$ cat src/rtl/stage_mem.sv
// Memory-access pipeline stage: issues one data-bus transaction per
// load/store and forwards a registered writeback packet downstream.
module stage_mem #(
   parameter int BUS_W = 32
) (
   input  logic             clk,
   input  logic             rst,
   input  logic [4:0]       memOp_in,
   input  logic [5:0]       wdOp_in,
   input  logic [BUS_W-1:0] rs2Data_in,
   input  logic [BUS_W-1:0] exResult_in,
   output logic             stall_out,
   output logic             memErr_out,
   output logic             dmemReq_out,
   output logic             dmemWe_out,
   output logic [BUS_W-1:0] dmemAddr_out,
   output logic [BUS_W-1:0] dmemWdata_out,
   output logic [3:0]       dmemBe_out,
   input  logic             dmemAck_in,
   input  logic [BUS_W-1:0] dmemRdata_in,
   output logic [5:0]       wdOp_out,
   output logic [BUS_W-1:0] wbData_out
);

   typedef enum logic {IDLE, WAIT} state_t;

   state_t           state;
   logic [5:0]       lat_wd;
   logic [1:0]       lat_off;
   logic [1:0]       lat_size;
   logic             lat_uns;

   logic             mem_en;
   logic             mem_we;
   logic             mem_uns;
   logic [1:0]       mem_size;
   logic [1:0]       off;
   logic             legal;
   logic [3:0]       be_next;
   logic [BUS_W-1:0] wdata_next;
   logic [BUS_W-1:0] lane;
   logic [BUS_W-1:0] load_data;
   logic             ext;

   assign mem_en   = memOp_in[0];
   assign mem_we   = memOp_in[1];
   assign mem_size = memOp_in[3:2];
   assign mem_uns  = memOp_in[4];
   assign off      = exResult_in[1:0];

   always_comb begin
      legal = 1'b0;
      unique case (mem_size)
         2'b00:   legal = 1'b1;
         2'b01:   legal = !off[0];
         2'b10:   legal = (off == 2'b00);
         default: legal = 1'b0;
      endcase
   end

   always_comb begin
      be_next    = 4'b1111;
      wdata_next = rs2Data_in;
      unique case (mem_size)
         2'b00: begin
            be_next    = 4'b0001 << off;
            wdata_next = {4{rs2Data_in[7:0]}};
         end
         2'b01: begin
            be_next    = 4'b0011 << off;
            wdata_next = {2{rs2Data_in[15:0]}};
         end
         default: ;
      endcase
   end

   // Shift the addressed lane down to bit 0 before extension.
   assign lane = dmemRdata_in >> {lat_off, 3'b000};

   always_comb begin
      load_data = lane;
      ext       = 1'b0;
      unique case (lat_size)
         2'b00: begin
            ext       = !lat_uns & lane[7];
            load_data = {{(BUS_W-8){ext}}, lane[7:0]};
         end
         2'b01: begin
            ext       = !lat_uns & lane[15];
            load_data = {{(BUS_W-16){ext}}, lane[15:0]};
         end
         default: ;
      endcase
   end

   assign stall_out = (state == IDLE && mem_en && legal)
                   || (state == WAIT && !dmemAck_in);

   always_ff @(posedge clk or negedge rst) begin
      if (!rst) begin
         state         <= IDLE;
         lat_wd        <= '0;
         lat_off       <= '0;
         lat_size      <= '0;
         lat_uns       <= 1'b0;
         memErr_out    <= 1'b0;
         dmemReq_out   <= 1'b0;
         dmemWe_out    <= 1'b0;
         dmemAddr_out  <= '0;
         dmemWdata_out <= '0;
         dmemBe_out    <= '0;
         wdOp_out      <= '0;
         wbData_out    <= '0;
      end else begin
         memErr_out <= 1'b0;
         unique case (state)
            IDLE: begin
               if (!mem_en) begin
                  wdOp_out   <= wdOp_in;
                  wbData_out <= exResult_in;
               end else if (!legal) begin
                  memErr_out <= 1'b1;
                  wdOp_out   <= '0;
               end else begin
                  lat_wd        <= wdOp_in;
                  lat_off       <= off;
                  lat_size      <= mem_size;
                  lat_uns       <= mem_uns;
                  dmemReq_out   <= 1'b1;
                  dmemWe_out    <= mem_we;
                  dmemAddr_out  <= {exResult_in[BUS_W-1:2], 2'b00};
                  dmemBe_out    <= be_next;
                  dmemWdata_out <= wdata_next;
                  wdOp_out      <= '0;
                  state         <= WAIT;
               end
            end
            WAIT: begin
               wdOp_out <= '0;
               if (dmemAck_in) begin
                  dmemReq_out <= 1'b0;
                  state       <= IDLE;
                  if (!dmemWe_out) begin
                     wdOp_out   <= lat_wd;
                     wbData_out <= load_data;
                  end
               end
            end
            default: state <= IDLE;
         endcase
      end
   end

endmodule

$ cat config.mk
export PLATFORM = sky130hd
export DESIGN_NAME = stage_mem
export DESIGN_NICKNAME = d
export VERILOG_FILES = /design/src/rtl/stage_mem.sv
export SDC_FILE = /design/constraint.sdc
export NUM_CORES = 1
export LEC_CHECK = 0
export BUFFER_PORTS_ARGS = -buffer_cell sky130_fd_sc_hd__buf_2
export CAP_MARGIN = 40
export CORE_UTILIZATION = 40
export CTS_CLUSTER_DIAMETER = 120
export DETAILED_ROUTE_END_ITERATION = 10
export HOLD_SLACK_MARGIN = 0.05
export PLACE_DENSITY_LB_ADDON = 0.1
export RECOVER_POWER = 25
export REMOVE_ABC_BUFFERS = 1
export SKIP_CTS_REPAIR_TIMING = 1
export SLEW_MARGIN = 20
export SYNTH_ARGS = -nofsm -noshare
export SYNTH_HDL_FRONTEND = slang
export SYNTH_SLANG_ARGS = --single-unit
$ cat constraint.sdc
create_clock -name clk -period 1.55 [get_ports clk]
set_input_delay 0.31 -clock clk [delete_from_list [all_inputs] [get_ports clk]]
set_output_delay 0.31 -clock clk [all_outputs]
set_load 0.1 [all_outputs]
# Word-level counts from Yosys, hierarchy flattened
# Index checks and enable logic that the tools add are counted.
[word_totals] ff_bits=119 input_bits=110 output_inout_bits=110 elab_cells=63
[classes] eq_ne=8 shift=3 n_mux=23 bitwise_logic=3 reduce_logical=13
[op_table] operator="32-bit case mux with 2 select lines" n=3
[op_table] operator="32-bit two-way mux" n=3
[op_table] operator="32-bit by 5-bit >> shifter with 32-bit output" n=1
[op_table] operator="6-bit two-way mux" n=3
[op_table] operator="6-bit case mux with 2 select lines" n=1
[op_table] operator="2-bit inequality test (second input constant)" n=5
[op_table] operator="1-bit two-way mux" n=9
[op_table] operator="3-bit AND reduction" n=3
[op_table] operator="4-bit case mux with 2 select lines" n=1
[op_table] operator="2-bit zero test" n=3
[op_table] operator="2-bit by 1-bit == test with 1-bit output (second input constant)" n=2
[op_table] operator="1-bit case mux with 2 select lines" n=2
[op_table] operator="1-bit by 2-bit << shifter with 4-bit output (first input constant)" n=1
[op_table] operator="2-bit by 2-bit << shifter with 4-bit output (first input constant)" n=1
[op_table] operator="1-bit logical AND" n=3
[op_table] operator="1-bit zero test" n=3
[op_table] operator="1-bit case mux with 3 select lines" n=1
[op_table] operator="1-bit AND" n=2
[op_table] operator="2-bit == test (second input constant)" n=1
[op_table] operator="1-bit logical OR" n=1
[op_table] operator="1-bit NOT" n=1

# Logic depth before layout (Yosys ltp)
# Gate-level depths: netlist of the first run.
[depth] ltp_word=6 depth_mapped=7 mapped_depth_nobuf=4

# Worst setup path after synthesis of the first run
# Ideal clock, no wire load.
[synth_path] path_kind="input-to-output" startpoint="input port exResult_in[0]" endpoint="output port stall_out" arrival_ns=1.872 required_time_ns=1.240 slack_ns=-0.632 cell_stages=7 n_path_buf=3 cell_sequence="buf_6 o21a_1 o22ai_2 and3b_4 buf_12 buf_8 a21o_1"
[synth_via] elab_chain_cells=4 word_cells_on_any_way=5 classes_between="mux: 1; reduce/logical: 4"
[synth_lines] element="start: declaration" line="11" source="input logic [BUS_W-1:0] exResult_in,"
[synth_lines] element="2-bit zero test / 1-bit zero test (equally long branches)" line="56, 55"
[synth_lines] element="1-bit case mux with 3 select lines (*)" line="53" source="unique case (mem_size)"
[synth_lines] element="1-bit logical AND (*)" line="96" source="assign stall_out = (state == IDLE && mem_en && legal)"
[synth_lines] element="1-bit logical OR (*)" line="97" source="|| (state == WAIT && !dmemAck_in);"
[synth_lines] element="end: declaration" line="12" source="output logic stall_out,"
# Every way passes the cells marked *; elsewhere a longest branch is shown, timed or not.

# Worst setup path after layout of the first run
[layout_path] startpoint="register state" endpoint="output port stall_out"
[layout_via] elab_chain_cells=4 word_cells_on_any_way=5 classes_between="bitwise: 1; reduce/logical: 4"
[layout_lines] element="start: declaration" line="27" source="state_t state;"
[layout_lines] element="start signal: assignment" line="101" source="state <= IDLE;"
[layout_lines] element="start signal: assignment" line="135" source="state <= WAIT;"
[layout_lines] element="start signal: assignment" line="142" source="state <= IDLE;"
[layout_lines] element="1-bit NOT (no source line)"
[layout_lines] element="1-bit logical AND (2 in series)" line="96"
[layout_lines] element="1-bit logical OR (*)" line="97"
# Marks and branches as above.

==> summary.md, run 1 <==
| Metric | Value |
|---|---|
| Setup TNS | -6550 ps |
| Most frequent cells in the layout | 193 x buf_2, 117 x dfrtp_1, 77 x mux2_4 |
| Vias in the first global route | 4,756 |
| Initial antenna violation count | 4 |
| Most common library cell in the layout ignoring fill and taps | buf_2 |
| Max Slew Vio Count | 0 |
| Max_cap viols | 0 |
| Max IR drop VDD | 1.07 mV |
| # port buffers | 217 |
| Critical Path Sink | stall_out |
| Seq cells post-synth | 119 |
| Unrepaired setup endpoints after global routing | true |
| WL/cell | 19.0 um |
| # setup viols final | 73 |
| DP Cell Count | 859 |
| Core ar. | 14,800 um2 |
| Data arrival, critical path | 1490 ps |
| Final Hold Viols | 0 |
| CTS Root Cell | clkbuf_16 |
| Cell Area, Placed | 7590 um2 |
| Post-route minimum period | 1800 ps |
| Slew @ Worst Pin | 765 ps |
| HPWL Detailed | 12.0 mm |
| Setup Skew | 4.80 ps |
| Dpl ws | -237 ps |
| Die Ht | 126 um |
| DR pass1 iterations | 4 |
| FF-to-FF End | wbData_out[19] |
| Row count | 44 |
| YS warnings | 0 |
| Layout cells sized above 1 | 61.0% |
| CTS tree | yes |
| CTS sink cnt | 119 |
| Unique masters post-synth | 39 |
| Worst-skew pair later-pin latency | 400 ps |
| Worst-case clock buffer depth | 2 |
| Setup ws final | -246 ps |
| H-tree levels | 4 |
| Max Fclk | 557 MHz |
| Worst Hold Class | input pin to register |
| GP Congestion | 0.742 |
| Clk slew on worst S/H paths | 50 ps |
| Failing checks | setup timing |
| LEAKAGE | 4.11 nW |
| CP Launch Type | register |
| Async SR Flop Fraction | 100% |
| Post-synthesis sequential area ratio | 48.5% |
| # IOs | 220 |
| Pwr Density | 2050 nW/um2 |
| Vias per inst | 5.18 |
| Layout Utilization | 58.8% |
| Critical path peak fanout | 4 |
| Drt drc | 0 |
| Slew HR | 49.0% |
| Initial Util | 41.6% |
| R2r startpoint | lat_off[1] |
| Avg Synthesized Cell Area | 13.6 um2 |
| Final WL | 17.3 mm |
| Area Overhead vs Synth | 41.1% |
| Grt ovf | 0 |
| Nets | 824 |
| Antenna viol nets, final | 0 |
| Global-route wire length before repair | 25.8 mm |
| Crit share post-route | 116% |
| Post-Syn Instances | 453 |
| GRT Total Usage | 21.2% |
| Via Count | 4,717 |
| Die area | 15,900 um2 |
| Crit path kind | register to primary output |
| Critical Path Source | state |
| R2R Setup Slk | -190 ps |
| Synthesized cell area | 6140 um2 |
| Largest net degree at the start of global routing | 81 |
| Critical Path Sink Type | primary output |
| Prevailing post-synth register cell | dfrtp_1 |
| Number of synthesized flops with an enable pin | 0 |
| Worst Reg2Reg Path Length in Cells | 5 |
| Die X | 126 um |
| Required time of the critical path | 1240 ps |
| Initial DRC Count | 196 |
| Post-route insts no fill | 910 |
| Final instance area | 8670 um2 |
| CTS buffer count | 17 |
| Outcome | finished, violations left |
==> worst min path at each step <==
stage | startpoint | endpoint | slack (ps) | cells after the start
after detailed placement | rst | dmemAddr_out[12] | 390 | 2
final | memOp_in[4] | lat_uns | 130 | 2
after global routing | memOp_in[4] | lat_uns | 120 | 2
after global placement | rst | dmemAddr_out[10] | 370 | 2
after CTS | rst | wbData_out[10] | -50 | 2
after floorplan | rst | dmemAddr_out[10] | 10 | 0
==> through the flow <==
step                      total power [mW]  hold WS [ps]
final                                 17.8           132
after global placement                13.6           375
after floorplan                       11.8          14.4
after CTS                             17.5         -46.2
after global routing                  18.4           116
after detailed placement              13.7           385
==> cell usage after synthesis, types with 2 or more instances <==
master    instances  area (um2)
o21ai_0          26         130
a32o_1            5        50.1
mux2_4           77        1160
nand2b_1          5        31.3
buf_4             3        22.5
o22ai_2           2        25.0
clkbuf_1         14        52.6
inv_1             2        7.51
nor2_1           24        90.1
buf_6             2        22.5
dfrtp_1         119        2980
a21oi_1          25         125
mux4_2            8         180
o221a_2           7        78.8
mux2_2           25         282
or3_1            24         150
buf_12            8         160
nand2_1          18        67.6
a22oi_1           8        60.1
buf_2             5        25.0
mux2i_1          24         240
o21a_1            2        15.0
o21bai_1          2        15.0
a21o_1            3        22.5
==> power breakdown <==
group          switching (mW)  total (mW)  internal, mW
logic                    7.18        9.61          2.43
clock network            1.29        3.71          2.43
registers               0.522        4.46          3.94
==> worst max-delay path: stages, from the launching register on <==
cell and delay [ps]:
dfrtp_2 430, and3b_4 330, a21o_1 130, buf_12 180
==> area by class of cell <==
| type | instances | area (um2) |
|---|---|---|
| clock buffers | 26 | 519 |
| fillers | 1253 | 6090 |
| flip-flops and latches | 119 | 2980 |
| inverters | 2 | 7.51 |
| repair buffers | 275 | 1880 |
| well taps | 184 | 230 |
| multi-input cells | 299 | 3010 |
| diodes | 2 | 5.00 |
| clock inverters | 3 | 40.0 |
==> per-layer routing <==
layer	part of all wire [%]	vias to the layer above	global-route usage, %
met5	0.16	-	0
met4	1.4	4	5.95
met2	48	166	34.4
li1	-	2189	-
met3	6.7	25	6.75
met1	44	2333	27.1
==> registers in the layout, summed over array words and instances (netlist names), 2 cells and up <==
| name | count |
|---|---|
| lat_wd | 6 |
| wbData_out | 32 |
| lat_size | 2 |
| wdOp_out | 6 |
| dmemWdata_out | 32 |
| dmemBe_out | 4 |
| dmemAddr_out | 30 |
| lat_off | 2 |
==> logic make-up after synthesis <==
group	after synthesis	share of synthesized area, %
and+or+nand+nor	77	6.34
other	1	0.0611
DFF	119	48.5
buffers and inverters	36	5.03
muxes	135	30.7
AOI/OAI and AO/OA	85	9.41
No activity file was read; power rests on OpenSTA's default activity.
==> run 2, diff against run 1 <==
--- a/config.mk
+++ b/config.mk
@@ -12,7 +12,7 @@
 export DETAILED_ROUTE_END_ITERATION = 10
 export HOLD_SLACK_MARGIN = 0.05
 export PLACE_DENSITY_LB_ADDON = 0.1
-export RECOVER_POWER = 25
+export RECOVER_POWER = 100
 export REMOVE_ABC_BUFFERS = 1
 export SKIP_CTS_REPAIR_TIMING = 1
 export SLEW_MARGIN = 20
==> run 2 against run 1 <==
The flow still finishes with violations (setup timing); clock power about the same; global-route usage unchanged; combinational power is essentially flat; flip-flop and latch count unchanged; critical path depth unchanged; worst hold slack lost 0.98 ps; sequential power hardly changed; clock skew hardly changed; sequential share of layout area up 0.050 points; non-clock buffer count unchanged; highest routed layer unchanged.
==> summary.md, run 2 (same netlist as run 1, synthesis figures left out) <==
| Metric | Value |
|---|---|
| Outcome | finished, violations left (unchanged) |
| Failing checks | setup timing (unchanged) |
| Crit share post-route | 116% (about the same) |
| Hold Path Depth | 2 (unchanged) |
| CP Buf/Inv Count | 1 (unchanged) |
| CTS sink cnt | 119 (unchanged) |
| Die X | 126 um (unchanged) |
| Area Overhead vs Synth | 40.9% (was 41.1%) |
| DP Cell Count | 859 (unchanged) |
| Final WL | 17.3 mm (about the same) |
| Min-delay src | memOp_in[4] (unchanged) |
| Via Count | 4,711 (was 4,717) |
| Max Fclk | 557 MHz (about the same) |
| CTS buffer count | 17 (unchanged) |
| Crit path kind | register to primary output (unchanged) |
| Global-route wire length before repair | 25.8 mm (unchanged) |
| Drt drc | 0 (unchanged) |
| Worst-skew pair later-pin latency | 410 ps (was 400 ps) |
| Final instance area | 8650 um2 (was 8670 um2) |
| Unrepaired setup endpoints after global routing | true (unchanged) |
| Nets | 824 (unchanged) |
| Vias in the first global route | 4,756 (unchanged) |
| Most common library cell in the layout ignoring fill and taps | buf_2 (unchanged) |
| GP Congestion | 0.742 (unchanged) |
| Initial DRC Count | 198 (was 196) |
| Critical path peak fanout | 4 (unchanged) |
| Final Hold Viols | 0 (unchanged) |
| DR pass1 iterations | 4 (unchanged) |
| Most frequent cells in the layout | 191 x buf_2, 118 x dfrtp_1, 77 x mux2_4 (was 193 x buf_2, 117 x dfrtp_1, 77 x mux2_4) |
| Antenna viol nets, final | 0 (unchanged) |
| GRT met2 Usage | 34.4% (unchanged) |
| Slowest cell on crit path | dfrtp_2 (unchanged) |
| LEAKAGE | 4.10 nW (was 4.11 nW) |
| Post-route insts no fill | 910 (unchanged) |
| FF-to-FF End | wbData_out[19] (unchanged) |
| Setup ws final | -247 ps (was -246 ps) |
| CP Cell Sequence | and3b_4, a21o_1, buf_12 (unchanged) |
| Die Ht | 126 um (unchanged) |
| Die area | 15,900 um2 (unchanged) |
| GRT Total Usage | 21.2% (unchanged) |
| Cell family with most CP delay | flip-flops (unchanged) |
| # setup viols final | 74 (was 73) |
| Initial Util | 41.6% (unchanged) |
| Slew @ Worst Pin | 904 ps (was 765 ps) |
| Met3 usage | 6.75% (unchanged) |
| Critical Path Sink Type | primary output (unchanged) |
| CTS tree | yes (unchanged) |
| Core ar. | 14,800 um2 (unchanged) |
| Initial antenna violation count | 4 (unchanged) |
| R2R Setup Slk | -190 ps (about the same) |
| Met1 GRT Util | 27.1% (unchanged) |
| Row count | 44 (unchanged) |
| CTS Root Cell | clkbuf_16 (unchanged) |
| R2r startpoint | lat_off[1] (unchanged) |
| # port buffers | 217 (unchanged) |
| Slew HR | 39.7% (was 49.0%) |
| Hold EP | lat_uns (unchanged) |
| Clk slew on worst S/H paths | 50 ps (about the same) |
| Setup Skew | 4.75 ps (was 4.80 ps) |
| Max Slew Vio Count | 0 (unchanged) |
| Vias per inst | 5.18 (about the same) |
| Max_cap viols | 0 (unchanged) |
| Slowest stage delay, CP | 430 ps (about the same) |
| Pwr Density | 2050 nW/um2 (about the same) |
| Dpl ws | -237 ps (unchanged) |
| Worst Reg2Reg Path Length in Cells | 5 (unchanged) |
| Max IR drop VDD | 1.07 mV (unchanged) |
| Regs by FF count | dmemWdata_out: 32 flops, wbData_out: 32 flops, dmemAddr_out: 30 flops (unchanged) |
| Largest net degree at the start of global routing | 81 (unchanged) |
| Grt ovf | 0 (unchanged) |
| H-tree levels | 4 (unchanged) |
| # fillers | 1,258 (was 1,253) |
| Post-route minimum period | 1800 ps (about the same) |
| GR peak layer | met2 (unchanged) |
| Worst-case clock buffer depth | 2 (unchanged) |
| Required time of the critical path | 1240 ps (about the same) |
| Cell Area, Placed | 7590 um2 (unchanged) |
| WL/cell | 19.1 um (was 19.0 um) |
| HPWL Detailed | 12.0 mm (unchanged) |
| # IOs | 220 (unchanged) |
| Worst Hold Class | input pin to register (unchanged) |
| Layout cells sized above 1 | 60.8% (was 61.0%) |
| Minimum hold slack | 131 ps (was 132 ps) |
| Data arrival, critical path | 1490 ps (about the same) |
| CP Launch Type | register (unchanged) |
[run 2: cell count changes in the layout (fill, tap and decap cells not counted), sizes merged]
cell,delta
buf,-4
clkbuf,+4
[run 2: final cells by class]
class	count	area (um2)	share of cell area [%]
diodes	2	5.00	0.0578
well taps	184	230	2.66
inverters	2	7.51	0.0868
clock inverters	3	40.0	0.463
clock buffers	26	519	6.00
multi-input cells	299	3010	34.8
repair buffers	275	1860	21.5
flip-flops and latches	119	2980	34.4
[run 2: worst max path at each step]
| stage | start | end | slack (ps) | depth (start not counted) |
|---|---|---|---|---|
| after floorplan | state | stall_out | -1590 | 2 |
| after global placement | exResult_in[1] | dmemAddr_out[13] | -220 | 6 |
| after detailed placement | exResult_in[1] | lat_wd[2] | -240 | 6 |
| after CTS | state | stall_out | -370 | 3 |
| after global routing | state | stall_out | -310 | 3 |
| final | state | stall_out | -250 | 3 |
[run 2: worst register-to-register path, cell delays in order, from the launching register on]
cell and delay (ps):
dfrtp_1 380, mux4_2 540, o22ai_4 210, o21ai_4 90, buf_6 150, o221a_1 240
[run 2: layer usage]
metal | up-vias | part of all wire, %
met2 | 166 | 48
li1 | 2189 | -
met1 | 2326 | 44
met3 | 26 | 6.8
met4 | 4 | 1.4
met5 | - | 0.16
[run 2: metrics by stage]
stage	total power [mW]	utilization, %	setup TNS (ps)
finish	17.8	58.6	-6650
global route	18.4	58.6	-11140
CTS	17.5	55.3	-3820
detailed placement	13.7	51.5	-19540
global placement	13.6	51.5	-18210
floorplan	11.8	-	-132290
[run 2: power by group]
group          internal (mW)  total, mW  switching [mW]  leakage (nW)
Sequential              3.94       4.46           0.522          1.39
Clock                   2.43       3.71            1.29         0.278
Combinational           2.42       9.60            7.18          2.44
Total                   8.78       17.8            8.98          4.10
